## config.mk

```make
export PLATFORM = sky130hd
export DESIGN_NAME = unified_mem_arbiter
export DESIGN_NICKNAME = d
export VERILOG_FILES = /design/src/rtl/unified_mem_arbiter.sv
export SDC_FILE = /design/constraint.sdc
export NUM_CORES = 1
export LEC_CHECK = 0
export CORE_MARGIN = 10
export CORE_UTILIZATION = 45
export DETAILED_ROUTE_END_ITERATION = 8
export PLACE_DENSITY = 0.86
export SLEW_MARGIN = 40
export SYNTH_ARGS = -nofsm -noshare
export SYNTH_HDL_FRONTEND = slang
export SYNTH_SLANG_ARGS = --single-unit
export TNS_END_PERCENT = 50
```

## constraint.sdc

```tcl
create_clock -name clk -period 14 [get_ports clk]
set_clock_uncertainty 0.15 [all_clocks]
set_input_delay 2.8 -clock clk [delete_from_list [all_inputs] [get_ports clk]]
set_output_delay 2.8 -clock clk [all_outputs]
set_load 0.02 [all_outputs]
```

## src/rtl/unified_mem_arbiter.sv

```systemverilog
// unified_mem_arbiter
//   Shares one single-port, variable-latency memory between the instruction
//   fetch port (IF stage) and the load/store port (MEM stage). Data accesses
//   have priority, but after STARVE_MAX consecutive data grants with a fetch
//   pending, the fetch is granted. Each access walks IDLE -> BUSY_x -> RESP,
//   so an access takes at least three cycles from request to ack.
//
// Ports
//   clk, rst                 clock (rising edge), async active-high reset
//   if_req/if_addr           fetch request (held until if_ack) and PC
//   if_rdata/if_ack          fetched word, valid during the one-cycle if_ack
//   if_stall                 if_req & ~if_ack, for the hazard unit
//   d_req/d_we/d_addr/d_wdata  load/store request (held until d_ack)
//   d_rdata/d_ack            load data, valid during the one-cycle d_ack
//   d_stall                  d_req & ~d_ack, for the hazard unit
//   mem_req/mem_we/mem_addr/mem_wdata  registered memory request
//   mem_rdata/mem_ready      memory response, only sampled in BUSY_*
module unified_mem_arbiter #(
    parameter int ADDR_W     = 32,
    parameter int DATA_W     = 32,
    parameter int STARVE_MAX = 4
) (
    input  logic              clk,
    input  logic              rst,
    input  logic              if_req,
    input  logic [ADDR_W-1:0] if_addr,
    output logic [DATA_W-1:0] if_rdata,
    output logic              if_ack,
    output logic              if_stall,
    input  logic              d_req,
    input  logic              d_we,
    input  logic [ADDR_W-1:0] d_addr,
    input  logic [DATA_W-1:0] d_wdata,
    output logic [DATA_W-1:0] d_rdata,
    output logic              d_ack,
    output logic              d_stall,
    output logic              mem_req,
    output logic              mem_we,
    output logic [ADDR_W-1:0] mem_addr,
    output logic [DATA_W-1:0] mem_wdata,
    input  logic [DATA_W-1:0] mem_rdata,
    input  logic              mem_ready
);

    typedef enum logic [1:0] {
        IDLE,
        BUSY_I,
        BUSY_D,
        RESP
    } state_t;

    localparam logic [3:0] STARVE_LIM = 4'(STARVE_MAX);

    state_t     state;
    logic [3:0] starve_cnt;
    logic       grant_d;

    // Data wins unless a fetch is pending and has already been passed over
    // STARVE_LIM times in a row.
    assign grant_d  = d_req & (~if_req | (starve_cnt < STARVE_LIM));

    assign if_stall = if_req & ~if_ack;
    assign d_stall  = d_req & ~d_ack;

    always_ff @(posedge clk or posedge rst) begin
        if (rst) begin
            state      <= IDLE;
            starve_cnt <= '0;
            mem_req    <= 1'b0;
            mem_we     <= 1'b0;
            mem_addr   <= '0;
            mem_wdata  <= '0;
            if_rdata   <= '0;
            d_rdata    <= '0;
            if_ack     <= 1'b0;
            d_ack      <= 1'b0;
        end else begin
            case (state)
                IDLE: begin
                    if (grant_d) begin
                        state     <= BUSY_D;
                        mem_req   <= 1'b1;
                        mem_we    <= d_we;
                        mem_addr  <= d_addr;
                        mem_wdata <= d_wdata;
                        // Only a data grant that bypasses a waiting fetch counts.
                        if (!if_req)
                            starve_cnt <= '0;
                        else if (starve_cnt < STARVE_LIM)
                            starve_cnt <= starve_cnt + 4'd1;
                    end else if (if_req) begin
                        state      <= BUSY_I;
                        mem_req    <= 1'b1;
                        mem_we     <= 1'b0;
                        mem_addr   <= if_addr;
                        starve_cnt <= '0;
                    end else begin
                        starve_cnt <= '0;
                    end
                end
                BUSY_I: begin
                    if (mem_ready) begin
                        state    <= RESP;
                        mem_req  <= 1'b0;
                        if_rdata <= mem_rdata;
                        if_ack   <= 1'b1;
                    end
                end
                BUSY_D: begin
                    if (mem_ready) begin
                        state   <= RESP;
                        mem_req <= 1'b0;
                        d_ack   <= 1'b1;
                        // A store's ack leaves the last load result in place.
                        if (!mem_we)
                            d_rdata <= mem_rdata;
                    end
                end
                RESP: begin
                    state  <= IDLE;
                    if_ack <= 1'b0;
                    d_ack  <= 1'b0;
                end
                default: state <= IDLE;
            endcase
        end
    end

endmodule

```

==> results.json, run 1 <==
{
  "clkSinkCount": 138,
  "rows": 41,
  "grt_pass1_wl_um": 29900,
  "cts_resized": 0,
  "vias": 4676,
  "cts_tree": "done",
  "share_seq_of_total_power": 0.310,
  "dr.pass1.iters": 5,
  "min_period_over_period": 0.530,
  "path_depth": 4,
  "htreeDepth": 4,
  "netlist_instances": 441,
  "clockBufferDepth": 2,
  "status": "finished clean",
  "antenna_cells": 0,
  "maxCapViolations": 0,
  "final_hold_viol_count": 0,
  "power_switching_share": 0.371,
  "drive_above_1_share": 0.195,
  "critPathMaxStageDelay_ps": 620,
  "gp_congestion": 0.788,
  "die_area_sq_mm": 0.0179,
  "synth-edff-count": 0,
  "die_w_um": 134,
  "cts_hold_buf": 0,
  "grt_max_degree": 83,
  "nFillCells": 853,
  "power.density_mw_per_mm2": 253,
  "via_per_inst": 5.28,
  "critPathBufInv": 3,
  "remaining_drc_errors": 0,
  "synth_area_sq_mm": 0.00582,
  "die_height_um": 134,
  "drt_iter0_drc": 320,
  "insertion_delay_ps": 400,
  "dp_slack_ps": 6590,
  "ys_ff_latch": 138,
  "path_max_fanout": 41,
  "core_sq_mm": 0.0126,
  "r2r_cells": 4,
  "clk_pin_slew_ps": 60,
  "critPathRequiredTime_ps": 11050,
  "yosys.cell_count.top_type": "dfrtp_1",
  "p_clk_frac": 0.187,
  "crit_path_top_delay_cell": "clkdlybuf4s50_1",
  "grt-ovfl-total": 0,
  "holdPathStages": 2,
  "maxSlewViolCount": 0,
  "rsz0062_at_grt": "false",
  "cp_top_family": "buffers and inverters",
  "worstSetupPathType": "input pin to primary output",
  "clock-root-buffer": "clkbuf_16",
  "syn_nets": 580,
  "ios": 268,
  "final_core_util": 0.729,
  "slew_headroom": 0.522,
  "antenna_found_initial": 0,
  "path_cells": "clkdlybuf4s50_1 > buf_4 > nor2b_1 > clkdlybuf4s50_1",
  "drt-total-wl_um": 19200,
  "cp.arrival_ps": 4470,
  "synth_ff_type": "dfrtp_1",
  "ant_nets": 0,
  "synth_top_cell_area_share": 0.593,
  "postCtsSetupRepairBufs": 0,
  "synth_area_leaders": "dfrtp_1 (59%), mux2_2 (13%), mux2_4 (7.5%)",
  "max_freq_mhz": 135,
  "end_kind": "primary output",
  "ys_types": 30,
  "start_util": 0.461,
  "p_int_uw": 1460,
  "switching_power_uw": 862,
  "tns_ps": 0,
  "synth_top_area_cell": "dfrtp_1",
  "ys_top_cells_by_count": "dfrtp_1 (138), nand2_1 (68), mux2_2 (67), nand4_1 (33), o211ai_1 (32)",
  "num-nets-final": 839,
  "min_period_ps": 7420,
  "avgSynthCellArea_sq_um": 13.2,
  "grt_use_total": 0.213,
  "cts_buffers": 17,
  "wl_per_cell_um": 21.7,
  "seq_area_frac_synth": 0.593,
  "async_flop_share": 1.00,
  "start_kind": "input pin",
  "tightest_slew_ps": 718,
  "area_growth_pct": 58.0,
  "synth_warnings": 0,
  "power.total_uw": 2320,
  "critPathLaunch": "d_req",
  "dp_hpwl_um": 14000,
  "setup_violations": 0,
  "worstHoldStart": "mem_addr[2]$_DFFE_PP0P_",
  "grt_pass1_vias": 5100,
  "ir_drop_mv": 0.118,
  "comb_power_share": 0.503,
  "reg2reg_from": "state[0]$_DFFE_PP0P_",
  "hold_class": "register to register",
  "p_leak_uw": 0.00390,
  "setup_ws_ps": 6580,
  "io_buffer_count": 267,
  "cpMostUsedCell": "clkdlybuf4s50_1"
}
-- through the flow --
| stage | hold slack, ps | cells | area, sq um |
|---|---|---|---|
| 3_3_place_gp | 317 | 852 | 8590 |
| 6_report | 346 | 885 | 9190 |
| 5_1_grt | 363 | 885 | 9190 |
| 2_1_floorplan | 307 | 441 | 5820 |
| 3_5_place_dp | 334 | 853 | 8610 |
| 4_1_cts | 347 | 885 | 9180 |
-- area by class of cell --
cell class                 instances  area (sq um)  area share
sequential                       138          3450       0.376
inverter                           6          27.5     0.00299
tap                              172           215      0.0234
clock buffer                      19           433      0.0471
multi-input combinational        264          2190       0.238
timing repair buffer             273          2730       0.297
clock inverter                    13           144      0.0157
-- state kept, by name, summed over array words and instances, names as in the netlist --
register,flops
if_ack,1
d_ack,1
d_rdata,32
if_rdata,32
starve_cnt,4
state,2
mem_we,1
mem_req,1
mem_addr,32
mem_wdata,32
-- power groups by stage --
| stage | registers, uW | clock network [uW] | logic [uW] |
|---|---|---|---|
| after floorplan | 942 | 0 | 386 |
| after global placement | 705 | 0 | 1140 |
| after detailed placement | 720 | 0 | 1170 |
| after CTS | 720 | 440 | 1180 |
| after global routing | 742 | 460 | 1240 |
| final | 721 | 434 | 1170 |
-- final timing paths --
kind                       slack, ps                         to
min reg2reg                      350    mem_addr[2]$_DFFE_PP0P_
max                             6580                    d_stall
min in group asynchronous       2680    d_rdata[19]$_DFFE_PP0P_
max in group asynchronous       9920    d_rdata[14]$_DFFE_PP0P_
min                              350    mem_addr[2]$_DFFE_PP0P_
max reg2reg                    11530  mem_wdata[15]$_DFFE_PP0P_
-- tightest hold or removal path, stage by stage, from the launching register on --
cell and delay (ps):
dfrtp_1 340, nand2_1 50, o211ai_1 70
-- placed cells by master (no fill, tap or decap) --
| cell type | instances |
|---|---|
| nand3_4 | 1 |
| clkbuf_1 | 2 |
| nor2_1 | 2 |
| buf_4 | 4 |
| nand3b_1 | 1 |
| a41o_1 | 1 |
| o211ai_1 | 32 |
| bufinv_16 | 2 |
| inv_6 | 3 |
| o21ai_4 | 1 |
| a21oi_1 | 3 |
| o21ai_0 | 1 |
| inv_1 | 5 |
| o2bb2ai_1 | 1 |
| o21a_2 | 1 |
| clkinv_2 | 3 |
| nand3_1 | 1 |
| clkinvlp_4 | 1 |
| buf_6 | 1 |
| ha_1 | 4 |
| mux2i_1 | 3 |
| and2_2 | 1 |
| o21ai_2 | 1 |
| o22ai_1 | 3 |
| buf_8 | 1 |
| mux2_4 | 29 |
| mux2_2 | 67 |
| nor2b_1 | 6 |
| clkdlybuf4s50_1 | 267 |
| ha_4 | 1 |
| clkbuf_16 | 17 |
| clkinv_4 | 5 |
| dfrtp_1 | 138 |
| a211oi_1 | 2 |
| a31oi_1 | 1 |
| nand2_1 | 68 |
| nand4_1 | 33 |
-- cell families after synthesis --
kind of cell	share of synthesized area
AO/OA/AOI/OAI	0.0598
adder cells (fa/ha/maj)	0.0108
buffers and inverters	0.0331
flip-flops	0.593
multiplexers	0.210
AND/OR/NAND/NOR	0.0933
-- metal layers --
layer / GRT usage / wire length [um]
met5: 0 / 0
met4: 0.0707 / 363
met3: 0.0801 / 1550
met2: 0.367 / 9860
met1: 0.236 / 7440
No activity file was read; power rests on OpenSTA's default activity.
==> inputs of run 2 (changes only) <==
Settings changed: CORE_UTILIZATION 45 to 42, PLACE_DENSITY 0.86 to 0.81.
Clock period 14 ns to 7.2 ns, I/O delays scaled along.
==> results.json, run 2 (same netlist as run 1, synthesis figures left out) <==
{
  "min_period_over_period": 0.652,
  "layout_commonest_cell": "clkdlybuf4s50_1",
  "die_height_um": 138,
  "min_period_ps": 4690,
  "die_w_um": 138,
  "drt_iter0_drc": 252,
  "drt-total-wl_um": 18800,
  "crit_path_top_delay_cell": "clkdlybuf4s50_1",
  "critPathLaunch": "d_req",
  "dr.pass1.iters": 4,
  "worstSetupPathType": "input pin to primary output",
  "setup_violations": 0,
  "clkSinkCount": 138,
  "layout.area.seq_sq_mm": 0.00345,
  "wl_per_cell_um": 21.1,
  "reg2reg_from": "state[1]$_DFFE_PP0P_",
  "ir_drop_mv": 0.252,
  "io_buffer_count": 267,
  "insertion_delay_ps": 410,
  "remaining_drc_errors": 0,
  "grt_max_degree": 76,
  "p_leak_uw": 0.00392,
  "slew_headroom": 0.553,
  "worstHoldStart": "mem_addr[4]$_DFFE_PP0P_",
  "via_per_inst": 5.26,
  "clockBufferDepth": 2,
  "stdcell_area_sq_mm": 0.00924,
  "die_area_sq_mm": 0.0190,
  "start_kind": "input pin",
  "cts_buffers": 17,
  "cpMostUsedCell": "clkdlybuf4s50_1",
  "cts_hold_buf": 0,
  "grt_pass1_vias": 5014,
  "gp_congestion": 0.820,
  "end_kind": "primary output",
  "vias": 4680,
  "path_cells": "clkdlybuf4s50_1 > buf_4 > nor2b_1 > clkdlybuf4s50_1",
  "postCtsSetupRepairBufs": 0,
  "multi_input_area_sq_mm": 0.00219,
  "power.density_mw_per_mm2": 490,
  "path_max_fanout": 41,
  "cp.arrival_ps": 3100,
  "dpl_cell_area_sq_mm": 0.00863,
  "cts_tree": "done",
  "status": "finished clean",
  "ios": 268,
  "rows": 42,
  "area_growth_pct": 58.8,
  "hold_class": "register to register",
  "start_util": 0.434,
  "tns_ps": 0,
  "core_sq_mm": 0.0134,
  "maxSlewViolCount": 0,
  "num-nets-final": 840,
  "ant_nets": 0,
  "maxCapViolations": 0,
  "critPathBufInv": 3,
  "tightest_slew_ps": 670,
  "drive_above_1_share": 0.196,
  "grt_use_total": 0.192,
  "cts_resized": 0,
  "dp_hpwl_um": 13900,
  "final_hold_viol_count": 0,
  "critPathRequiredTime_ps": 5610,
  "rsz0062_at_grt": "false",
  "antenna_cells": 0,
  "grt-ovfl-total": 0,
  "layout_common_cells": "clkdlybuf4s50_1 (267), dfrtp_1 (138), nand2_1 (68)",
  "critPathMaxStageDelay_ps": 610,
  "htreeDepth": 4,
  "grt_pass1_wl_um": 28100,
  "antenna_found_initial": 0,
  "cp_top_family": "buffers and inverters",
  "clock-root-buffer": "clkbuf_16",
  "nFillCells": 939,
  "clk_pin_slew_ps": 50,
  "max_freq_mhz": 213
}
run 2: cell count changes in the layout (fill, tap and decap cells not counted):
cell        previous run  this run
clkinv_4               5         1
clkinv_2               3         6
clkinvlp_4             1         3
inv_6                  3         1
buf_16                 0         1
bufinv_16              2         3
clkbuf_1               2         1
clkbuf_8               0         1
ha_1                   4         5
ha_4                   1         0
o21ai_2                1         0
o21ai_4                1         2
run 2: worst register-to-register path, stage by stage, from the launching register on:
cell	delay, ps
dfrtp_1	390
inv_1	110
ha_1	160
buf_4	440
nand3_4	640
mux2_4	540
run 2: area by class of cell:
type / instances / area share
clock buffers: 19 / 0.0479
clock inverters: 13 / 0.0164
inverters: 6 / 0.00298
multi-input cells: 264 / 0.237
flip-flops and latches: 138 / 0.374
well taps: 176 / 0.0238
repair buffers: 274 / 0.298
run 2: power by group:
| group | switching (uW) | leakage, uW | total (uW) | internal [uW] |
|---|---|---|---|---|
| Sequential | 234 | 0.00166 | 1400 | 1170 |
| Clock | 323 | 0.000288 | 872 | 549 |
| Combinational | 1090 | 0.00197 | 2250 | 1160 |
run 2: worst paths after layout:
check                                            end  slack (ps)  depth (start not counted)
max                                          d_stall        2510                          4
min                          mem_addr[4]$_DFFE_PP0P_         350                          2
max reg2reg                mem_wdata[22]$_DFFE_PP0P_        4650                          5
min reg2reg                  mem_addr[4]$_DFFE_PP0P_         350                          2
max in group asynchronous   if_rdata[31]$_DFFE_PP0P_        4480                          3
min in group asynchronous   mem_wdata[0]$_DFFE_PP0P_        1330                          2
run 2: metal layers:
layer	vias up	GRT usage	routed length (um)
met2	231	0.320	9310
met5	-	0	0
met3	36	0.0710	1870
met1	2319	0.216	7070
met4	0	0.0857	530
li1	2094	-	-
run 2: metrics by stage:
stage,hold WS (ps),std cells,utilization,setup WS [ps],power [uW]
4_1_cts,356,889,0.688,2520,4560
3_3_place_gp,322,856,0.641,2520,3580
5_1_grt,366,890,0.689,2400,4750
6_report,352,890,0.689,2510,4520
2_1_floorplan,307,441,-,1910,2580
3_5_place_dp,342,857,0.644,2520,3660
